$ cat src/rtl/mdu_pkg.sv
// Shared definitions for the multiply/divide unit: FUNC codes, the R-type ALU op,
// the sequencer state encoding and the decoded operation classes.
package mdu_pkg;

   localparam logic [1:0] ALUOP_RTYPE = 2'b10;

   localparam logic [5:0] FUNC_MULT  = 6'b011000;
   localparam logic [5:0] FUNC_MULTU = 6'b011001;
   localparam logic [5:0] FUNC_DIV   = 6'b011010;
   localparam logic [5:0] FUNC_DIVU  = 6'b011011;
   localparam logic [5:0] FUNC_MFHI  = 6'b010000;
   localparam logic [5:0] FUNC_MTHI  = 6'b010001;
   localparam logic [5:0] FUNC_MFLO  = 6'b010010;
   localparam logic [5:0] FUNC_MTLO  = 6'b010011;

   typedef enum logic [1:0] {
      IDLE = 2'd0,
      RUN  = 2'd1,
      FIX  = 2'd2
   } state_e;

   typedef enum logic [3:0] {
      NONE = 4'd0,
      MUL  = 4'd1,
      MULU = 4'd2,
      DIV  = 4'd3,
      DIVU = 4'd4,
      MFHI = 4'd5,
      MFLO = 4'd6,
      MTHI = 4'd7,
      MTLO = 4'd8
   } op_class_e;

   // Signed iterative ops take operand magnitudes and re-apply signs in FIX.
   function automatic logic op_is_signed(input op_class_e op);
      return (op == MUL) || (op == DIV);
   endfunction

endpackage

$ cat src/rtl/mdu_muldiv_unit_if.sv
// EX-stage request/response bundle between the pipeline and the MDU.
interface mdu_if #(parameter int WIDTH = 32);
   logic             start;
   logic [1:0]       aluop;
   logic [5:0]       func;
   logic [WIDTH-1:0] srca;
   logic [WIDTH-1:0] srcb;
   logic             flush;
   logic             busy;
   logic             stall;
   logic [WIDTH-1:0] result;
   logic             result_valid;
   logic             div_by_zero;
   logic [WIDTH-1:0] hi;
   logic [WIDTH-1:0] lo;

   modport master (
      output start, aluop, func, srca, srcb, flush,
      input  busy, stall, result, result_valid, div_by_zero, hi, lo
   );

   modport slave (
      input  start, aluop, func, srca, srcb, flush,
      output busy, stall, result, result_valid, div_by_zero, hi, lo
   );
endinterface

$ cat src/rtl/mdu_muldiv_unit_op_decode.sv
// Combinational ALUOP/FUNC decode into an MDU operation class.
module mdu_op_decode
   import mdu_pkg::*;
(
   input  logic [1:0] aluop,
   input  logic [5:0] func,
   output op_class_e  op
);

   // Non-R-type ops and unknown FUNC codes belong to the ALU path.
   always_comb begin
      op = NONE;
      if (aluop == ALUOP_RTYPE) begin
         case (func)
            FUNC_MULT:  op = MUL;
            FUNC_MULTU: op = MULU;
            FUNC_DIV:   op = DIV;
            FUNC_DIVU:  op = DIVU;
            FUNC_MFHI:  op = MFHI;
            FUNC_MFLO:  op = MFLO;
            FUNC_MTHI:  op = MTHI;
            FUNC_MTLO:  op = MTLO;
            default:    op = NONE;
         endcase
      end else begin
         op = NONE;
      end
   end

endmodule

$ cat src/rtl/mdu_muldiv_unit.sv
// Iterative multiply/divide unit owning the architectural HI/LO registers.
// Multiply is shift-add with a left-shifting multiplicand so the accumulator is
// always aligned; divide is restoring, one quotient bit per cycle.
// Optional build macro MDU_EARLY_OUT_EN: multiply leaves RUN as soon as the
// remaining multiplier bits are zero.
module mdu_muldiv_unit
   import mdu_pkg::*;
#(
   parameter  int WIDTH = 32,
   localparam int CNT_W = $clog2(WIDTH + 1)
) (
   input logic clk,
   input logic rst,
   mdu_if.slave bus
);

   localparam logic [CNT_W-1:0] CNT_INIT = CNT_W'(WIDTH);
   localparam logic [CNT_W-1:0] CNT_ONE  = CNT_W'(32'd1);

   op_class_e          op_s;
   state_e             state_r;
   logic               busy_r;
   logic               dbz_r;
   logic [CNT_W-1:0]   cnt_r;
   logic [2*WIDTH-1:0] acc_r;     // product, or remainder in the low half
   logic [2*WIDTH-1:0] opb_r;     // shifted multiplicand, or divisor in the low half
   logic [WIDTH-1:0]   opa_r;     // multiplier, or dividend shifting into quotient
   logic               is_mul_r;
   logic               neg_r;     // product/quotient negation
   logic               sa_r;      // remainder takes the dividend sign
   logic [WIDTH-1:0]   hi_r;
   logic [WIDTH-1:0]   lo_r;

   logic               sa_s;
   logic               sb_s;
   logic [WIDTH-1:0]   mag_a_s;
   logic [WIDTH-1:0]   mag_b_s;
   logic [2*WIDTH-1:0] mul_acc_s;
   logic [WIDTH:0]     div_shift_s;
   logic [WIDTH:0]     div_diff_s;
   logic               div_ge_s;
   logic               early_s;
   logic [2*WIDTH-1:0] prod_s;
   logic [WIDTH-1:0]   quo_s;
   logic [WIDTH-1:0]   rem_s;
   logic [WIDTH-1:0]   result_s;
   logic               result_valid_s;

   mdu_op_decode u_op_decode (
      .aluop (bus.aluop),
      .func  (bus.func),
      .op    (op_s)
   );

`ifdef MDU_EARLY_OUT_EN
   assign early_s = is_mul_r && (opa_r[WIDTH-1:1] == {(WIDTH-1){1'b0}});
`else
   assign early_s = 1'b0;
`endif

   // Operand magnitudes and sign flags for the op being presented.
   always_comb begin
      sa_s    = op_is_signed(op_s) & bus.srca[WIDTH-1];
      sb_s    = op_is_signed(op_s) & bus.srcb[WIDTH-1];
      mag_a_s = sa_s ? -bus.srca : bus.srca;
      mag_b_s = sb_s ? -bus.srcb : bus.srcb;
   end

   // One radix-2 step of each algorithm plus the sign fix-up of the final values.
   always_comb begin
      mul_acc_s   = acc_r + (opa_r[0] ? opb_r : {(2*WIDTH){1'b0}});
      div_shift_s = {acc_r[WIDTH-1:0], opa_r[WIDTH-1]};
      div_diff_s  = div_shift_s - {1'b0, opb_r[WIDTH-1:0]};
      div_ge_s    = ~div_diff_s[WIDTH];
      prod_s      = neg_r ? -acc_r : acc_r;
      quo_s       = neg_r ? -opa_r : opa_r;
      rem_s       = sa_r ? -acc_r[WIDTH-1:0] : acc_r[WIDTH-1:0];
   end

   // MFHI/MFLO read port; only valid when the unit is free and not squashed.
   always_comb begin
      result_s       = {WIDTH{1'b0}};
      result_valid_s = 1'b0;
      if (bus.start && !bus.flush && !busy_r && (op_s == MFHI)) begin
         result_s       = hi_r;
         result_valid_s = 1'b1;
      end else if (bus.start && !bus.flush && !busy_r && (op_s == MFLO)) begin
         result_s       = lo_r;
         result_valid_s = 1'b1;
      end else begin
         result_s       = {WIDTH{1'b0}};
         result_valid_s = 1'b0;
      end
   end

   // Sequencer and datapath: accept in IDLE, iterate in RUN, write back in FIX.
   always_ff @(posedge clk or negedge rst) begin
      if (!rst) begin
         state_r  <= IDLE;
         busy_r   <= 1'b0;
         dbz_r    <= 1'b0;
         cnt_r    <= {CNT_W{1'b0}};
         acc_r    <= {(2*WIDTH){1'b0}};
         opb_r    <= {(2*WIDTH){1'b0}};
         opa_r    <= {WIDTH{1'b0}};
         is_mul_r <= 1'b0;
         neg_r    <= 1'b0;
         sa_r     <= 1'b0;
         hi_r     <= {WIDTH{1'b0}};
         lo_r     <= {WIDTH{1'b0}};
      end else begin
         dbz_r <= 1'b0;
         case (state_r)
            IDLE: begin
               if (bus.start && !bus.flush) begin
                  case (op_s)
                     MUL, MULU, DIV, DIVU: begin
                        if (((op_s == DIV) || (op_s == DIVU)) && (bus.srcb == {WIDTH{1'b0}})) begin
                           dbz_r <= 1'b1;
                        end else begin
                           acc_r    <= {(2*WIDTH){1'b0}};
                           opa_r    <= mag_a_s;
                           opb_r    <= {{WIDTH{1'b0}}, mag_b_s};
                           is_mul_r <= (op_s == MUL) || (op_s == MULU);
                           neg_r    <= sa_s ^ sb_s;
                           sa_r     <= sa_s;
                           cnt_r    <= CNT_INIT;
                           busy_r   <= 1'b1;
                           state_r  <= RUN;
                        end
                     end
                     MTHI:    hi_r <= bus.srca;
                     MTLO:    lo_r <= bus.srca;
                     default: state_r <= IDLE;
                  endcase
               end
            end
            RUN: begin
               if (bus.flush) begin
                  busy_r  <= 1'b0;
                  state_r <= IDLE;
               end else begin
                  cnt_r <= cnt_r - CNT_ONE;
                  if (is_mul_r) begin
                     acc_r <= mul_acc_s;
                     opb_r <= opb_r << 1;
                     opa_r <= opa_r >> 1;
                  end else begin
                     acc_r <= {{WIDTH{1'b0}}, (div_ge_s ? div_diff_s[WIDTH-1:0] : div_shift_s[WIDTH-1:0])};
                     opa_r <= {opa_r[WIDTH-2:0], div_ge_s};
                  end
                  if ((cnt_r == CNT_ONE) || early_s) begin
                     state_r <= FIX;
                  end
               end
            end
            FIX: begin
               busy_r  <= 1'b0;
               state_r <= IDLE;
               if (!bus.flush) begin
                  if (is_mul_r) begin
                     {hi_r, lo_r} <= prod_s;
                  end else begin
                     hi_r <= rem_s;
                     lo_r <= quo_s;
                  end
               end
            end
            default: begin
               busy_r  <= 1'b0;
               state_r <= IDLE;
            end
         endcase
      end
   end

   assign bus.busy         = busy_r;
   assign bus.div_by_zero  = dbz_r;
   assign bus.hi           = hi_r;
   assign bus.lo           = lo_r;
   assign bus.stall        = bus.start & (op_s != NONE) & busy_r & ~bus.flush;
   assign bus.result       = result_s;
   assign bus.result_valid = result_valid_s;

endmodule

$ cat src/flat_wrapper.sv
// flat-port wrapper written by rule: the top's interface ports become plain ports
module mdu_muldiv_unit_flat import mdu_pkg::*;
#(
   parameter  int WIDTH = 32,
   localparam int CNT_W = $clog2(WIDTH + 1)
)
  (clk, rst, bus_start, bus_aluop, bus_func, bus_srca, bus_srcb, bus_flush, bus_busy, bus_stall, bus_result, bus_result_valid, bus_div_by_zero, bus_hi, bus_lo);
  mdu_if #(.WIDTH(WIDTH)) bus_i ();
  input logic clk;
  input logic rst;
  input wire logic [$bits(bus_i.start)-1:0] bus_start;
  input wire logic [$bits(bus_i.aluop)-1:0] bus_aluop;
  input wire logic [$bits(bus_i.func)-1:0] bus_func;
  input wire logic [$bits(bus_i.srca)-1:0] bus_srca;
  input wire logic [$bits(bus_i.srcb)-1:0] bus_srcb;
  input wire logic [$bits(bus_i.flush)-1:0] bus_flush;
  output wire logic [$bits(bus_i.busy)-1:0] bus_busy;
  output wire logic [$bits(bus_i.stall)-1:0] bus_stall;
  output wire logic [$bits(bus_i.result)-1:0] bus_result;
  output wire logic [$bits(bus_i.result_valid)-1:0] bus_result_valid;
  output wire logic [$bits(bus_i.div_by_zero)-1:0] bus_div_by_zero;
  output wire logic [$bits(bus_i.hi)-1:0] bus_hi;
  output wire logic [$bits(bus_i.lo)-1:0] bus_lo;
  assign bus_i.start = bus_start;
  assign bus_i.aluop = bus_aluop;
  assign bus_i.func = bus_func;
  assign bus_i.srca = bus_srca;
  assign bus_i.srcb = bus_srcb;
  assign bus_i.flush = bus_flush;
  assign bus_busy = bus_i.busy;
  assign bus_stall = bus_i.stall;
  assign bus_result = bus_i.result;
  assign bus_result_valid = bus_i.result_valid;
  assign bus_div_by_zero = bus_i.div_by_zero;
  assign bus_hi = bus_i.hi;
  assign bus_lo = bus_i.lo;
  mdu_muldiv_unit #(.WIDTH(WIDTH)) u_core (.clk(clk), .rst(rst), .bus(bus_i));
endmodule
$ cat config.mk
export PLATFORM = sky130hd
export DESIGN_NAME = mdu_muldiv_unit_flat
export DESIGN_NICKNAME = d
export VERILOG_FILES = /design/src/rtl/mdu_pkg.sv /design/src/rtl/mdu_muldiv_unit_if.sv /design/src/rtl/mdu_muldiv_unit_op_decode.sv /design/src/rtl/mdu_muldiv_unit.sv /design/src/flat_wrapper.sv
export SDC_FILE = /design/constraint.sdc
export NUM_CORES = 1
export LEC_CHECK = 0
export ABC_AREA = 1
export BUFFER_PORTS_ARGS = -buffer_cell sky130_fd_sc_hd__buf_4
export CAP_MARGIN = 20
export CORE_MARGIN = 1.5
export CORE_UTILIZATION = 45
export CTS_BUF_LIST = sky130_fd_sc_hd__clkbuf_16
export CTS_CLUSTER_DIAMETER = 30
export DETAILED_ROUTE_END_ITERATION = 8
export PLACE_DENSITY = 0.63
export SYNTH_ARGS = -nofsm -noshare
export SYNTH_HDL_FRONTEND = slang
export SYNTH_HIERARCHICAL = 1
export SYNTH_SLANG_ARGS = --single-unit
$ cat constraint.sdc
create_clock -name clk -period 3.47 [get_ports clk]
set_input_delay 0.347 -clock clk [delete_from_list [all_inputs] [get_ports clk]]
set_output_delay 0.347 -clock clk [all_outputs]
set_load 0.05 [all_outputs]
==> impl_metrics.env, run 1 <==
export IMPL_final_hpwl_dp_um=86300
export IMPL_synth_top_cells_by_count="sky130_fd_sc_hd__nand2_1 (1542), sky130_fd_sc_hd__inv_1 (660), sky130_fd_sc_hd__nor2_1 (606)"
export IMPL_internal_power_mw=12.8
export IMPL_first_iter_violations=2862
export IMPL_ff2ff_path_depth=19
export IMPL_fraction_of_layout_instances_using_a_drive_strength_above_1_pct=8.42
export IMPL_nNetsFinal=4965
export IMPL_initial_utilization_pct=45.6
export IMPL_synth_avg_cell_area_um2=5.58
export IMPL_rsz0062_at_grt="false"
export IMPL_placement_setup_worst_slack_ns=0.465
export IMPL_wp_data_required_ns=4.03
export IMPL_largest_family_of_logic_cells_by_synthesized_area="simple AND/OR/NAND/NOR gates"
export IMPL_ys_async_sr_fraction_pct=100
export IMPL_final_hold_viol_count=0
export IMPL_final_core_utilization_pct=53.8
export IMPL_drcViolationCount=0
export IMPL_postSynth_topFlopCell="sky130_fd_sc_hd__dfrtp_1"
export IMPL_synth_xor_area_share_pct=2.21
export IMPL_postPlaceCellArea_um2=28000
export IMPL_root_buffer="sky130_fd_sc_hd__clkbuf_16"
export IMPL_synth_mux_area_fraction_pct=0.0389
export IMPL_avgRoutedWirePerCell_um=19.6
export IMPL_cts_htree_levels=3
export IMPL_clkSlewWorstSetupHoldPaths_ns=0.05
export IMPL_top_layer="met4"
export IMPL_grt_first_pass_wirelength_um=169000
export IMPL_dieArea_um2=58700
export IMPL_wirelength_met1_um=46300
export IMPL_final_cell_count_without_fillers=5600
export IMPL_crit_reg2reg_launch="u_core/opa_r[31]"
export IMPL_grt_util_all_layers_pct=37.0
export IMPL_worst_slew_pin_transition_ns=1.04
export IMPL_power_total_mw=27.8
export IMPL_fillers=6108
export IMPL_yosys_area_share_adder_pct=5.16
export IMPL_grt_max_degree=141
export IMPL_combined_area_of_all_synthesized_cells_um2=25800
export IMPL_max_cap_violations=0
export IMPL_detailedRoute_firstPassIterationCount=7
export IMPL_core_um2=56500
export IMPL_fp_dieW_um=242
export IMPL_simple_gate_area_share_of_the_yosys_netlist_pct=40.8
export IMPL_num_io_pins=176
export IMPL_syn_num_nets=4799
export IMPL_worst_setup_path_type="reg -> reg"
export IMPL_slew_viol_final=0
export IMPL_synth_lib_cells_used_distinct=49
export IMPL_seq_power_share_pct=18.5
export IMPL_areaGrowthSynthToFinish_pct=18.0
export IMPL_total_leakage_power_nw=16.2
export IMPL_clock_power_share_pct=22.9
export IMPL_tritoncts="done"
export IMPL_synth_edff_count=0
export IMPL_cts_inserted_buffers=75
export IMPL_cell_row_count=87
export IMPL_timing_fmax_mhz=326
export IMPL_timing_final_ws_setup_ns=0.398
export IMPL_synth_compound_gate_area_share_pct=16.3
export IMPL_yosys_top_cells_area="sky130_fd_sc_hd__dfrtp_1 (23%), sky130_fd_sc_hd__nand2_1 (22%), sky130_fd_sc_hd__inv_1 (9.6%)"
export IMPL_worstSetupStartpointType="register"
export IMPL_run_status="complete, no violations"
export IMPL_diodes=0
export IMPL_final_setup_violation_count=0
export IMPL_antenna_left=0
export IMPL_final_design_area_no_fill_um2=30400
export IMPL_finalWirelength_um=110000
export IMPL_syn_inst=4618
export IMPL_ys_seq_area_share_pct=23.0
export IMPL_whs_ns=0.0857
export IMPL_total_instance_count_after_detailed_placement=5462
export IMPL_grt_remaining_overflow=0
export IMPL_netlist_area_leader_share_pct=23.0
export IMPL_grt_pass1_vias=28800
export IMPL_regToRegEndpoint="u_core/acc_r[29]"
export IMPL_grt_antenna_before_repair=1
export IMPL_tns_ns=0
export IMPL_portbufs=175
export IMPL_cp_max_fo=26
export IMPL_sw_frac_of_total_pct=54.0
export IMPL_detailroute_wirelength_met3_um=9480
export IMPL_post_cts_repair_setup_buffers=0
export IMPL_r2r_slack_ns=0.40
export IMPL_relSlewSlack_pct=30.6
export IMPL_hold_path_depth=5
export IMPL_met2RoutedLength_um=47500
export IMPL_post_synth_top_area_cell="sky130_fd_sc_hd__dfrtp_1"
export IMPL_critPathCaptureType="register"
export IMPL_vdd_drop_max_uv=642
export IMPL_skew_ns=0.0252
export IMPL_ys_seq_elements=237
export IMPL_min_delay_worst_endpoint="u_core/opa_r[22]"
export IMPL_min_delay_path_class="in -> reg"
export IMPL_combinationalPowerShare_pct=58.5
export IMPL_synthesis_yosys_warnings=6
export IMPL_clock_sink_count=237
export IMPL_ctsLongestPathBuffers=3
export IMPL_routed_via_count=30700
export IMPL_timing_final_crit_share_pct=88.5
export IMPL_via_per_inst=5.49
export IMPL_arrival_time_reported_for_the_critical_path_endpoint_ns=3.64
export IMPL_clkLatencyLatePin_ns=0.63
export IMPL_routabilityCongestion=1.05
export IMPL_die_h_um=242
export IMPL_net_switching_power_mw=15.0
export IMPL_period_needed_ns=3.07
export IMPL_synth_most_common_cell="sky130_fd_sc_hd__nand2_1"
export IMPL_min_delay_start="bus_srca[22]"
export IMPL_power_density_nw_per_um2=915
==> power groups by stage <==
stage / sequential (mW) / combinational (mW) / clock (mW)
after CTS: 5.12 / 16.0 / 6.43
final: 5.16 / 16.3 / 6.37
after detailed placement: 5.15 / 15.9 / 0
after floorplan: 5.43 / 10.1 / 0
after global routing: 5.25 / 17.9 / 6.61
after global placement: 5.15 / 15.9 / 0
==> layout make-up <==
type | instances | area (um^2) | area share, %
well taps | 756 | 946 | 3.11
multi-input cells | 3556 | 16700 | 54.8
repair buffers | 242 | 1940 | 6.38
clock inverters | 62 | 522 | 1.72
inverters | 672 | 2520 | 8.30
flip-flops and latches | 237 | 5940 | 19.5
clock buffers | 75 | 1880 | 6.17
==> worst max-delay path, cell delays in order, from the launching register on <==
cell and delay [ns]:
sky130_fd_sc_hd__dfrtp_1 0.37, sky130_fd_sc_hd__inv_1 0.11, sky130_fd_sc_hd__ha_1 0.22, sky130_fd_sc_hd__fa_1 0.40, sky130_fd_sc_hd__inv_1 0.13, sky130_fd_sc_hd__nand3_1 0.10
sky130_fd_sc_hd__nand2_2 0.11, sky130_fd_sc_hd__nand2_1 0.07, sky130_fd_sc_hd__nand2_2 0.10, sky130_fd_sc_hd__nand2_1 0.07, sky130_fd_sc_hd__nand2_2 0.12, sky130_fd_sc_hd__nand2_2 0.08
sky130_fd_sc_hd__nand2_1 0.09, sky130_fd_sc_hd__nand2_1 0.06, sky130_fd_sc_hd__nand2_2 0.15, sky130_fd_sc_hd__buf_4 0.31, sky130_fd_sc_hd__nand3_1 0.26, sky130_fd_sc_hd__nand2_1 0.13
sky130_fd_sc_hd__nand2_1 0.06, sky130_fd_sc_hd__nand2_1 0.05
==> worst max-delay path by stage <==
stage / start / cells after the start / slack, ns / end
after floorplan: u_core/opa_r[0] / 21 / 0.70 / u_core/acc_r[58]
after global placement: u_core/opa_r[31] / 19 / 0.54 / u_core/acc_r[29]
after detailed placement: u_core/opa_r[31] / 19 / 0.46 / u_core/acc_r[29]
after CTS: u_core/opa_r[31] / 19 / 0.44 / u_core/acc_r[29]
after global routing: u_core/opa_r[31] / 19 / 0.18 / u_core/acc_r[29]
final: u_core/opa_r[31] / 19 / 0.40 / u_core/acc_r[29]
==> cells in the final DEF, fill, tap and decap left out, types with 14 or more instances in the layout <==
| master | Yosys | layout |
|---|---|---|
| sky130_fd_sc_hd__nand2_1 | 1542 | 1542 |
| sky130_fd_sc_hd__inv_1 | 660 | 673 |
| sky130_fd_sc_hd__nor2_1 | 606 | 603 |
| sky130_fd_sc_hd__o21ai_0 | 329 | 329 |
| sky130_fd_sc_hd__a21oi_1 | 305 | 305 |
| sky130_fd_sc_hd__nand3_1 | 302 | 302 |
| sky130_fd_sc_hd__dfrtp_1 | 237 | 234 |
| sky130_fd_sc_hd__buf_4 | 8 | 231 |
| sky130_fd_sc_hd__ha_1 | 103 | 103 |
| sky130_fd_sc_hd__clkbuf_16 | 0 | 75 |
| sky130_fd_sc_hd__o22ai_1 | 50 | 50 |
| sky130_fd_sc_hd__xor2_1 | 42 | 42 |
| sky130_fd_sc_hd__nand4_1 | 41 | 41 |
| sky130_fd_sc_hd__nor3_1 | 39 | 39 |
| sky130_fd_sc_hd__xnor2_1 | 23 | 23 |
| sky130_fd_sc_hd__o21ai_1 | 19 | 19 |
| sky130_fd_sc_hd__nand3b_1 | 18 | 18 |
| sky130_fd_sc_hd__clkinv_2 | 0 | 16 |
| sky130_fd_sc_hd__o21bai_1 | 16 | 16 |
| sky130_fd_sc_hd__o211ai_1 | 16 | 16 |
| sky130_fd_sc_hd__clkinv_1 | 2 | 14 |
==> kinds of logic (layout without fill, tap and decap cells) <==
family	Yosys count	after routing
multiplexers	1	1
XOR/XNOR	65	65
flip-flops	237	237
AO/OA/AOI/OAI	787	787
AND/OR/NAND/NOR	2598	2598
adder cells (fa/ha/maj)	105	105
buffers and inverters	825	1051
==> metal layers <==
layer	vias to the layer above	GRT usage, %
li1	15000	-
met1	14000	49.3
met2	1445	57.5
met3	276	5.32
met4	0	20.8
met5	-	0
==> timing repair <==
action / in CTS / in global routing
gates resized for setup: 0 / 0
hold buffers: 1 / 0
hold endpoints to repair: 58 / 0
==> flip-flops by register name, indices dropped and copies added (netlist names) <==
register	cells
u_core/sa_r	1
u_core/bus.hi	32
u_core/cnt_r	6
u_core/acc_r	64
u_core/bus.div_by_zero	1
u_core/opa_r	32
u_core/is_mul_r	1
u_core/neg_r	1
u_core/bus.busy	1
u_core/state_r	2
u_core/opb_r	64
u_core/bus.lo	32
Note: power is estimated with default switching activity, not from simulation.
==> run 2, diff against run 1 <==
HOLD_SLACK_MARGIN = 0.03   (was default)
PLACE_DENSITY = 0.58   (was 0.63)
==> run 2 against run 1 <==
  * Non-clock buffer count fell by 1
  * Setup slack improved by 0.084 ns
  * Hold slack got worse by 0.014 ns
  * Critical endpoint is now u_core/acc_r[10]
==> impl_metrics.env, run 2 (synthesis gave the netlist of run 1 again) <==
export IMPL_finalWirelength_um=112000
export IMPL_clkLatencyLatePin_ns=0.61
export IMPL_critPathCaptureType="register"
export IMPL_cts_htree_levels=3
export IMPL_sw_frac_of_total_pct=51.6
export IMPL_core_um2=56500
export IMPL_vdd_drop_max_uv=434
export IMPL_routabilityCongestion=1.03
export IMPL_portbufs=175
export IMPL_slew_viol_final=0
export IMPL_routed_via_count=30700
export IMPL_antenna_left=0
export IMPL_initial_utilization_pct=45.6
export IMPL_grt_util_all_layers_pct=37.7
export IMPL_clkSlewWorstSetupHoldPaths_ns=0.04
export IMPL_clock_sink_count=237
export IMPL_areaGrowthSynthToFinish_pct=19.7
export IMPL_avgRoutedWirePerCell_um=20.0
export IMPL_drcViolationCount=0
export IMPL_grt_max_degree=86
export IMPL_num_io_pins=176
export IMPL_reg_largest_list="u_core/acc_r: 64 flops, u_core/opb_r: 64 flops"
export IMPL_grt_remaining_overflow=0
export IMPL_fraction_of_layout_instances_using_a_drive_strength_above_1_pct=8.59
export IMPL_cts_inserted_buffers=76
export IMPL_tns_ns=0
export IMPL_detailedRoute_firstPassIterationCount=6
export IMPL_max_cap_violations=0
export IMPL_final_hpwl_dp_um=88600
export IMPL_timing_fmax_mhz=335
export IMPL_min_delay_path_class="in -> reg"
export IMPL_grt_pass1_vias=29100
export IMPL_leading_cell_types_in_the_layout_fill_and_taps_excluded="sky130_fd_sc_hd__nand2_1 (1542), sky130_fd_sc_hd__inv_1 (666), sky130_fd_sc_hd__nor2_1 (603)"
export IMPL_worst_setup_path_type="reg -> reg"
export IMPL_final_hold_viol_count=0
export IMPL_commonest_non_fill_non_tap_cell_in_the_layout="sky130_fd_sc_hd__nand2_1"
export IMPL_ctsLongestPathBuffers=3
export IMPL_skew_ns=0.0113
export IMPL_arrival_time_reported_for_the_critical_path_endpoint_ns=3.53
export IMPL_cp_max_fo=14
export IMPL_combinationalPowerShare_pct=56.4
export IMPL_final_core_utilization_pct=54.6
export IMPL_wp_data_required_ns=4.01
export IMPL_net_switching_power_mw=15.2
export IMPL_via_per_inst=5.49
export IMPL_dieArea_um2=58700
export IMPL_seq_power_share_pct=17.4
export IMPL_period_needed_ns=2.99
export IMPL_rsz0062_at_grt="false"
export IMPL_grt_antenna_before_repair=1
export IMPL_post_cts_repair_setup_buffers=0
export IMPL_total_leakage_power_nw=16.4
export IMPL_diodes=0
export IMPL_power_density_nw_per_um2=955
export IMPL_relSlewSlack_pct=38.3
export IMPL_tritoncts="done"
export IMPL_cell_row_count=87
export IMPL_nNetsFinal=4965
export IMPL_die_h_um=242
export IMPL_final_setup_violation_count=0
export IMPL_root_buffer="sky130_fd_sc_hd__clkbuf_16"
export IMPL_grt_first_pass_wirelength_um=171000
export IMPL_whs_ns=0.0720
export IMPL_run_status="complete, no violations"
export IMPL_timing_final_crit_share_pct=86.1
export IMPL_worst_slew_pin_transition_ns=0.919
export IMPL_first_iter_violations=3094
export IMPL_fp_dieW_um=242
export IMPL_worstSetupStartpointType="register"
export IMPL_internal_power_mw=14.3
export IMPL_clock_power_share_pct=26.2
==> run 2: power groups by stage <==
stage | clock [mW] | sequential, mW | combinational, mW
CTS | 7.80 | 5.07 | 16.3
floorplan | 0 | 5.43 | 10.1
global placement | 0 | 5.10 | 16.2
detailed placement | 0 | 5.10 | 16.2
finish | 7.72 | 5.11 | 16.6
global route | 7.94 | 5.21 | 18.1
==> run 2: path summary, 6_finish.rpt <==
kind	start	end	depth (start not counted)	slack, ns
setup reg to reg	u_core/opa_r[31]	u_core/acc_r[10]	19	0.48
hold reg to reg	u_core/opb_r[63]	u_core/opb_r[63]	2	0.48
setup / recovery	u_core/opa_r[31]	u_core/acc_r[10]	19	0.48
hold / removal	bus_srcb[30]	u_core/opb_r[30]	4	0.07
min in group asynchronous	rst	u_core/opa_r[8]	2	0.31
max in group asynchronous	rst	u_core/neg_r	3	2.12
==> run 2: area by class of cell <==
| class | count | area [um^2] |
|---|---|---|
| clock inverter | 59 | 816 |
| clock buffer | 80 | 2000 |
| sequential | 237 | 5940 |
| tap | 756 | 946 |
| fill | 6116 | 25700 |
| inverter | 672 | 2520 |
| timing repair buffer | 241 | 1960 |
| multi-input combinational | 3556 | 16700 |
==> run 2: critical path, cell delays in order, from the launching register on <==
cell and delay (ns):
sky130_fd_sc_hd__dfrtp_1 0.37, sky130_fd_sc_hd__inv_1 0.11, sky130_fd_sc_hd__ha_1 0.23, sky130_fd_sc_hd__fa_1 0.43
sky130_fd_sc_hd__inv_1 0.14, sky130_fd_sc_hd__nand3_1 0.10, sky130_fd_sc_hd__nand2_2 0.10, sky130_fd_sc_hd__nand2_1 0.06
sky130_fd_sc_hd__nand2_2 0.10, sky130_fd_sc_hd__nand2_1 0.07, sky130_fd_sc_hd__nand2_2 0.11, sky130_fd_sc_hd__nand2_2 0.09
sky130_fd_sc_hd__nand2_1 0.09, sky130_fd_sc_hd__nand2_1 0.06, sky130_fd_sc_hd__nand2_2 0.28, sky130_fd_sc_hd__buf_4 0.29
sky130_fd_sc_hd__nand2_1 0.08, sky130_fd_sc_hd__nand3_1 0.08, sky130_fd_sc_hd__nand2_1 0.06, sky130_fd_sc_hd__nand2_1 0.06
==> run 2: per-layer routing <==
metal / GRT usage (%) / vias up / share of wire, %
met5: 0 / - / 0
met3: 5.43 / 282 / 7.7
met2: 59.6 / 1301 / 44
li1: - / 15000 / -
met4: 19.6 / 0 / 5.6
met1: 50.0 / 14100 / 43
==> run 2: through the flow <==
stage	instances	setup slack (ns)	instance area (um^2)	power [mW]
floorplan	4618	0.698	25800	15.5
global placement	5461	0.605	28000	21.3
finish	5601	0.482	30800	29.4
detailed placement	5461	0.567	28000	21.3
global route	5601	0.282	30800	31.3
CTS	5601	0.542	30800	29.1
==> run 2: repair_timing <==
action,in CTS,in global routing
endpoints found under the hold margin,71,0
hold buffers,1,0
gates resized for setup,0,0
